$ cat config.mk
export PLATFORM = sky130hd
export DESIGN_NAME = sc_shift_master
export DESIGN_NICKNAME = d
export VERILOG_FILES = /design/src/rtl/sc_shift_master.sv
export SDC_FILE = /design/constraint.sdc
export NUM_CORES = 2
export LEC_CHECK = 0
export BUFFER_PORTS_ARGS = -buffer_cell sky130_fd_sc_hd__buf_2
export CORE_AREA = 2 2 508 510
export CTS_CLUSTER_SIZE = 40
export DETAILED_ROUTE_END_ITERATION = 7
export DIE_AREA = 0 0 510 512
export PLACE_DENSITY = 0.55
export REMOVE_ABC_BUFFERS = 1
export SLEW_MARGIN = 20
export SYNTH_ARGS = -nofsm -noshare
export SYNTH_HDL_FRONTEND = slang
export SYNTH_SLANG_ARGS = --single-unit
export TNS_END_PERCENT = 1
$ cat constraint.sdc
create_clock -name Clk -period 65.5 [get_ports Clk]
set_input_delay 6.55 -clock Clk [delete_from_list [all_inputs] [get_ports Clk]]
set_output_delay 6.55 -clock Clk [all_outputs]
set_load 0.02 [all_outputs]
$ cat src/rtl/sc_shift_master.sv
// sc_shift_master: serial master for the MiniMALTA3 slow-control shift register.
// Latches a SIZE-bit word on an accepted start and shifts it out MSB-first on a
// divided serial clock. While shifting, it captures the register's previous
// contents from the chip, then holds the load strobe for one bit period.
// Optional macro SC_SHIFT_MASTER_VERIFY_EN adds a second shift pass of the same
// word. That pass reads the freshly written contents back and flags a mismatch.
//
// Ports:
//   Clk, rst       system clock, asynchronous active-high reset
//   start          1-cycle request, accepted only while busy=0
//   cfg_data       word to write (latched on accepted start)
//   busy, done     transaction in progress / 1-cycle completion pulse
//   rb_data        previous register contents, updated in the done cycle
//   verify_err     readback mismatch (only with SC_SHIFT_MASTER_VERIFY_EN)
//   sr_clk, sr_data, sr_load   serial clock, data and load strobe to the chip
//   sr_serial_out  chip serial output
module sc_shift_master #(
   parameter int unsigned SIZE = 640,
   parameter int unsigned DIV  = 4
) (
   input  logic            Clk,
   input  logic            rst,
   input  logic            start,
   input  logic [SIZE-1:0] cfg_data,
   output logic            busy,
   output logic            done,
   output logic [SIZE-1:0] rb_data,
   output logic            verify_err,
   output logic            sr_clk,
   output logic            sr_data,
   output logic            sr_load,
   input  logic            sr_serial_out
);

   localparam int unsigned PER   = 2 * DIV;
   localparam int unsigned PH_W  = $clog2(PER);
   localparam int unsigned BIT_W = $clog2(SIZE + 1);

   localparam logic [PH_W-1:0]  PH_LAST   = PH_W'(PER - 1);
   localparam logic [PH_W-1:0]  PH_SAMPLE = PH_W'(DIV - 1);
   localparam logic [PH_W-1:0]  PH_RISE   = PH_W'(DIV);
   localparam logic [BIT_W-1:0] BIT_LAST  = BIT_W'(SIZE - 1);

   typedef enum logic [2:0] {
      S_IDLE,
      S_SHIFT,
      S_LOAD,
      S_VERIFY,
      S_DONE
   } state_t;

   state_t            state_q, state_d;
   logic [PH_W-1:0]   ph_q, ph_d;
   logic [BIT_W-1:0]  bit_q, bit_d;
   logic [SIZE-1:0]   tx_q, tx_d;      // outgoing word, MSB is the next bit to send
   logic [SIZE-1:0]   sh_q, sh_d;      // readback shift register
   logic [SIZE-1:0]   rb_q, rb_d;
   logic              busy_q, busy_d;
   logic              done_q, done_d;
   logic              sr_clk_q, sr_clk_d;
   logic              sr_data_q, sr_data_d;
   logic              sr_load_q, sr_load_d;
   logic              ph_last;
   logic [PH_W-1:0]   ph_nxt;

`ifdef SC_SHIFT_MASTER_VERIFY_EN
   logic [SIZE-1:0]   word_q, word_d;   // latched word, reused by the verify pass
   logic [SIZE-1:0]   first_q, first_d; // first-pass readback kept for rb_data
   logic              verr_q, verr_d;
`endif

   // Sequencing, counters and registered outputs
   always_comb begin
      state_d   = state_q;
      ph_d      = ph_q;
      bit_d     = bit_q;
      tx_d      = tx_q;
      sh_d      = sh_q;
      rb_d      = rb_q;
      sr_data_d = sr_data_q;
`ifdef SC_SHIFT_MASTER_VERIFY_EN
      word_d    = word_q;
      first_d   = first_q;
      verr_d    = verr_q;
`endif
      ph_last = (ph_q == PH_LAST);
      ph_nxt  = ph_last ? '0 : ph_q + PH_W'(1);

      case (state_q)
         S_IDLE: begin
            if (start) begin
               state_d   = S_SHIFT;
               ph_d      = '0;
               bit_d     = '0;
               tx_d      = cfg_data;
               sr_data_d = cfg_data[SIZE-1];
`ifdef SC_SHIFT_MASTER_VERIFY_EN
               word_d    = cfg_data;
               verr_d    = 1'b0;
`endif
            end
         end

`ifdef SC_SHIFT_MASTER_VERIFY_EN
         S_SHIFT, S_VERIFY: begin
`else
         S_SHIFT: begin
`endif
            ph_d = ph_nxt;
            // Sample one Clk before the rising edge, before the chip shifts
            if (ph_q == PH_SAMPLE) begin
               sh_d = {sh_q[SIZE-2:0], sr_serial_out};
            end
            if (ph_last) begin
               if (bit_q == BIT_LAST) begin
                  bit_d     = '0;
                  sr_data_d = 1'b0;
`ifdef SC_SHIFT_MASTER_VERIFY_EN
                  if (state_q == S_VERIFY) begin
                     state_d = S_DONE;
                     rb_d    = first_q;
                     verr_d  = (sh_q != word_q);
                  end else begin
                     state_d = S_LOAD;
                  end
`else
                  state_d = S_LOAD;
`endif
               end else begin
                  bit_d     = bit_q + BIT_W'(1);
                  tx_d      = {tx_q[SIZE-2:0], 1'b0};
                  sr_data_d = tx_q[SIZE-2];
               end
            end
         end

         S_LOAD: begin
            ph_d      = ph_nxt;
            sr_data_d = 1'b0;
            if (ph_last) begin
`ifdef SC_SHIFT_MASTER_VERIFY_EN
               state_d   = S_VERIFY;
               first_d   = sh_q;
               tx_d      = word_q;
               sr_data_d = word_q[SIZE-1];
               bit_d     = '0;
`else
               state_d = S_DONE;
               rb_d    = sh_q;
`endif
            end
         end

         S_DONE: begin
            state_d = S_IDLE;
         end

         default: begin
            state_d = S_IDLE;
         end
      endcase

      busy_d    = (state_d != S_IDLE);
      done_d    = (state_d == S_DONE);
      sr_load_d = (state_d == S_LOAD);
      // ph returns to 0 whenever the shifter idles, so sr_clk rests low
      sr_clk_d  = (ph_d >= PH_RISE);
   end

   // State register
   always_ff @(posedge Clk or posedge rst) begin
      if (rst) begin
         state_q   <= S_IDLE;
         ph_q      <= '0;
         bit_q     <= '0;
         tx_q      <= '0;
         sh_q      <= '0;
         rb_q      <= '0;
         busy_q    <= 1'b0;
         done_q    <= 1'b0;
         sr_clk_q  <= 1'b0;
         sr_data_q <= 1'b0;
         sr_load_q <= 1'b0;
      end else begin
         state_q   <= state_d;
         ph_q      <= ph_d;
         bit_q     <= bit_d;
         tx_q      <= tx_d;
         sh_q      <= sh_d;
         rb_q      <= rb_d;
         busy_q    <= busy_d;
         done_q    <= done_d;
         sr_clk_q  <= sr_clk_d;
         sr_data_q <= sr_data_d;
         sr_load_q <= sr_load_d;
      end
   end

`ifdef SC_SHIFT_MASTER_VERIFY_EN
   // Verify-pass state
   always_ff @(posedge Clk or posedge rst) begin
      if (rst) begin
         word_q  <= '0;
         first_q <= '0;
         verr_q  <= 1'b0;
      end else begin
         word_q  <= word_d;
         first_q <= first_d;
         verr_q  <= verr_d;
      end
   end

   assign verify_err = verr_q;
`else
   assign verify_err = 1'b0;
`endif

   assign busy    = busy_q;
   assign done    = done_q;
   assign rb_data = rb_q;
   assign sr_clk  = sr_clk_q;
   assign sr_data = sr_data_q;
   assign sr_load = sr_load_q;

endmodule
; ---- Yosys cells after proc, flatten, opt, wreduce, memory -nomap -nowiden
; Index checks and enable logic that the tools add are counted.
[totals]
in_bits = 644
out_inout_bits = 646
regBits = 1940
word_cells = 54
[classes]
reduce_logical = 10
muxes = 20
magnitude_cmp = 1
n_addsub = 2
eq_ne = 10
[op_table]
columns = op, n
row1 = $mux W639, 3
row2 = $pmux W639 S2, 1
row3 = $mux W10, 3
row4 = $pmux W10 S2, 1
row5 = $mux W3, 6
row6 = $add A10 B1 Y10 const B, 1
row7 = $eq A10 B10 Y1 const B, 1
row8 = $eq A3 B2 Y1 const B, 3
row9 = $pmux W3 S3, 1
row10 = $eq A3 B3 Y1 const B, 2
row11 = $ne A2 B2 Y1 const B, 3
row12 = $pmux W3 S2, 1
row13 = $reduce_and A3 Y1, 2
row14 = $reduce_bool A3 Y1, 2
row15 = $reduce_and A2 Y1, 2
row16 = $reduce_and A4 Y1, 1
row17 = $add A3 B1 Y3 const B, 1
row18 = $eq A3 B1 Y1 const B, 1
row19 = $ge A3 B3 Y1 const B, 1
row20 = $logic_not A3 Y1, 1
row21 = $mux W1, 3
row22 = $pmux W1 S3, 1
row23 = $reduce_bool A2 Y1, 1
row24 = $reduce_or A2 Y1, 1

; ---- Depth between registers and ports, before layout
[logic_depth]
word_depth = 5
depth_mapped = 10
mapped_depth_nobuf = 6

; ---- Least setup slack after synthesis
; No wires, ideal clock.
[synth_timing]
path_type = input-to-reg
start = input start
end = register tx_q[100]
required_time_ns = 65.375
path_stages = 7
setup_slack_ns = 57.597
arrival_time_ns = 7.777
setup_ns = 0.125
path_buffers = 3
cell_sequence = mux2i_1 nor2_1 o21a_1 buf_6 buf_4 buf_6 mux2_4
[synth_between]
elab_chain_len = 2
[synth_lines]
columns = item, line
row1 = from (decl), 23  ; input logic start,
row2 = $ne A2 B2 Y1 (no source line), -
row3 = $reduce_and A4 Y1 (no source line), -
row4 = to (signal assigned), 188  ; tx_q <= tx_d;
row5 = to (decl), 55  ; logic [SIZE-1:0] tx_q, tx_d;
; No other way between the ends.
; A chain may end at the register's enable or synchronous reset.

; ---- Worst setup path after layout
[layout_timing]
start = input start
end = register tx_q[149]
; Same word-level chain as after synthesis.

==> flow_metrics.env <==
export IMPL_crit_path_cell_trace="buf_2 -> mux2i_1 -> nor2_1 -> o21a_4 -> buf_4 -> buf_4 -> buf_4 -> buf_4 -> buf_4 -> mux2_2"
export IMPL_critPathKind="primary input to register"
export IMPL_status="finished clean"
export IMPL_synth_seq_cells=1939
export IMPL_finalSetupViolations=0
export IMPL_port_buffers=1288
export IMPL_via_per_inst=4.62
export IMPL_path_delay_family="buffers and inverters"
export IMPL_wl_per_cell_um=21.8
export IMPL_yosys_warnings=0
export IMPL_finalSetupTns_ps=0
export IMPL_netlist_instances=4874
export IMPL_startpoint_type="primary input"
export IMPL_fin_crit_ps=11260
export IMPL_power_switching_uw=873
export IMPL_cts_root_buf="clkbuf_16"
export IMPL_fp_dieW_um=510
export IMPL_drtIter0Drc=2035
export IMPL_antenna_found_initial=198
export IMPL_coreArea_sq_mm=0.256
export IMPL_cts_sinks=1939
export IMPL_cp_num_buf_inv=6
export IMPL_yosysTopAreaCell="dfrtp_1"
export IMPL_worstSetupEndpointType="register"
export IMPL_synthToLayoutAreaGrowth_pct=21.2
export IMPL_max_cap_viol_count=0
export IMPL_peakVddDrop_mv=0.0250
export IMPL_path_clk_slew_ps=60
export IMPL_clkLatencyLatePin_ps=860
export IMPL_cpPeakStageDelay_ps=900
export IMPL_finClkSkew_ps=73.8
export IMPL_tritoncts="done"
export IMPL_synth_top_area_share_pct=60.4
export IMPL_detail_route_antenna_nets=0
export IMPL_cts_buffers=211
export IMPL_synth_edf_count=0
export IMPL_p_leak_nw=49.3
export IMPL_dieHeight_um=512
export IMPL_arrival_ps=11930
export IMPL_ff2ff_setup_slack_ps=59040
export IMPL_fin_crit_sh_pct=17.2
export IMPL_cts_repair_resized=0
export IMPL_gr_total_overflow=0
export IMPL_cpMostUsedCell="buf_4"
export IMPL_power_total_mw=3.41
export IMPL_grtUsageTotal_pct=15.9
export IMPL_cts_setup_buffers=0
export IMPL_synth_common_cells="mux2_2 (2306), dfrtp_1 (1939), buf_2 (210)"
export IMPL_drv_slew=0
export IMPL_hold_buffers=0
export IMPL_critPathMaxFanout=68
export IMPL_ioPinCount=1290
export IMPL_grt_pass1_wl_um=316000
export IMPL_row_count=186
export IMPL_cts_buffer_depth=3
export IMPL_powerDensity_mw_per_mm2=35.1
export IMPL_route_detailed_drc=0
export IMPL_num_vias=45143
export IMPL_synth_most_common_cell="mux2_2"
export IMPL_finalHoldViolCount=0
export IMPL_dp_worst_setup_slack_ps=53400
export IMPL_fmax_mhz=88.8
export IMPL_slew_headroom_pct=27.4
export IMPL_drive_above_1_share_pct=66.4
export IMPL_fin_ws_ps=54240
export IMPL_die_area_sq_mm=0.261
export IMPL_nNetsFinal=6793
export IMPL_initial_core_util_pct=31.4
export IMPL_avgSynthCellArea_sq_um=16.5
export IMPL_hp_class="register to register"
export IMPL_synth_cell_area_sq_mm=0.0803
export IMPL_cp_slowest_cell="buf_4"
export IMPL_place_hpwl_um=154000
export IMPL_grt_max_degree=185
export IMPL_pwr_share_comb_pct=20.9
export IMPL_synth_async_reset_ratio_pct=100
export IMPL_p_int_mw=2.54
export IMPL_wl_um=213000
export IMPL_synthFlopType="dfrtp_1"
export IMPL_synthTopCellsByArea="dfrtp_1 (60%), mux2_2 (32%), mux2_4 (3.7%)"
export IMPL_seqPwrFrac_pct=43.2
export IMPL_drt_pre_antenna_iters=4
export IMPL_place_gp_congestion=0.796
export IMPL_grt_pass1_vias=47778
export IMPL_switching_share_pct=25.6
export IMPL_rsz0062_at_grt="false"
export IMPL_ys_seq_area_share_pct=60.4
export IMPL_clkPwrFrac_pct=35.9
export IMPL_synth_cell_types=38
export IMPL_cts_max_level=4
export IMPL_crit_required_ps=66170
export IMPL_max_slew_worst_pin_slew_ps=1090
stage by stage:
step                      util [%]  cell area, sq um  std cells  hold slack, ps
after floorplan                  -             78600       4583             454
after global placement        35.1             89800       9315             469
after detailed placement      35.1             89800       9315             488
after CTS                     38.0             97100       9702             456
after global routing          38.0             97200       9729             488
final                         38.0             97300       9761             478
placed cells by master, fill, tap and decap left out, types with 6 or more instances in the layout:
cell type	instances
clkbuf_16	213
buf_2	1288
nand3_1	6
clkbuf_8	60
mux2_4	196
dfrtp_1	1939
bufinv_16	13
mux2_1	54
buf_12	7
clkinv_2	34
nor2_1	14
mux2_2	2306
clkbuf_1	47
buf_4	51
diode_2	58
nand2_1	9
o21ai_0	8
clkinv_16	9
flip-flops by register name, indices dropped and copies added, names as in the netlist, named ones only:
signal / cells
bit_q: 10
busy: 1
done: 1
ph_q: 1
rb_data: 640
sh_q: 640
sr_data: 1
sr_load: 1
state_q: 3
tx_q: 639
per-layer routing:
metal	vias up	track usage (%)	wire (um)
li1	20150	-	-
met1	23051	18.1	82300
met2	1197	26.0	101000
met3	535	7.80	21400
met4	210	5.16	6670
met5	-	0	1300
power groups by stage:
stage,clock network (mW),registers [mW],logic (mW)
floorplan,0,1.47,0.897
global placement,0,1.49,0.703
detailed placement,0,1.50,0.722
CTS,1.27,1.48,0.725
global route,1.31,1.50,0.775
finish,1.23,1.48,0.712
cell families (layout without fill, tap and decap cells):
kind of cell	after synthesis	count (layout)	synth area share (%)
xor gates and xnor gates	4	4	0.0436
buffers and inverters	296	1741	2.15
muxes	2558	2558	36.8
and+or+nand+nor	50	50	0.315
adders and majority gates	4	4	0.0624
DFF	1939	1939	60.4
other	1	59	0.00467
AOI/OAI and AO/OA	22	22	0.179
layout make-up:
type | instances | area, sq um
antenna | 58 | 145
clock buffer | 320 | 6330
clock inverter | 67 | 960
fill | 24243 | 158000
inverter | 5 | 26.3
multi-input combinational | 2639 | 30000
sequential | 1939 | 48500
tap | 3384 | 4230
timing repair buffer | 1349 | 7020
final timing paths:
path,from,end,cells after the start
worst min-delay path,sh_q[294]$_DFFE_PP0P_,rb_data[294]$_DFFE_PP0P_,1
worst max-delay path,start,tx_q[149]$_DFFE_PP0P_,10
worst min register to register,sh_q[294]$_DFFE_PP0P_,rb_data[294]$_DFFE_PP0P_,1
min in group asynchronous,rst,tx_q[630]$_DFFE_PP0P_,2
max in group asynchronous,rst,sh_q[220]$_DFFE_PP0P_,7
worst max register to register,register,tx_q[149]$_DFFE_PP0P_,11
(Power assumes the default switching activity.)
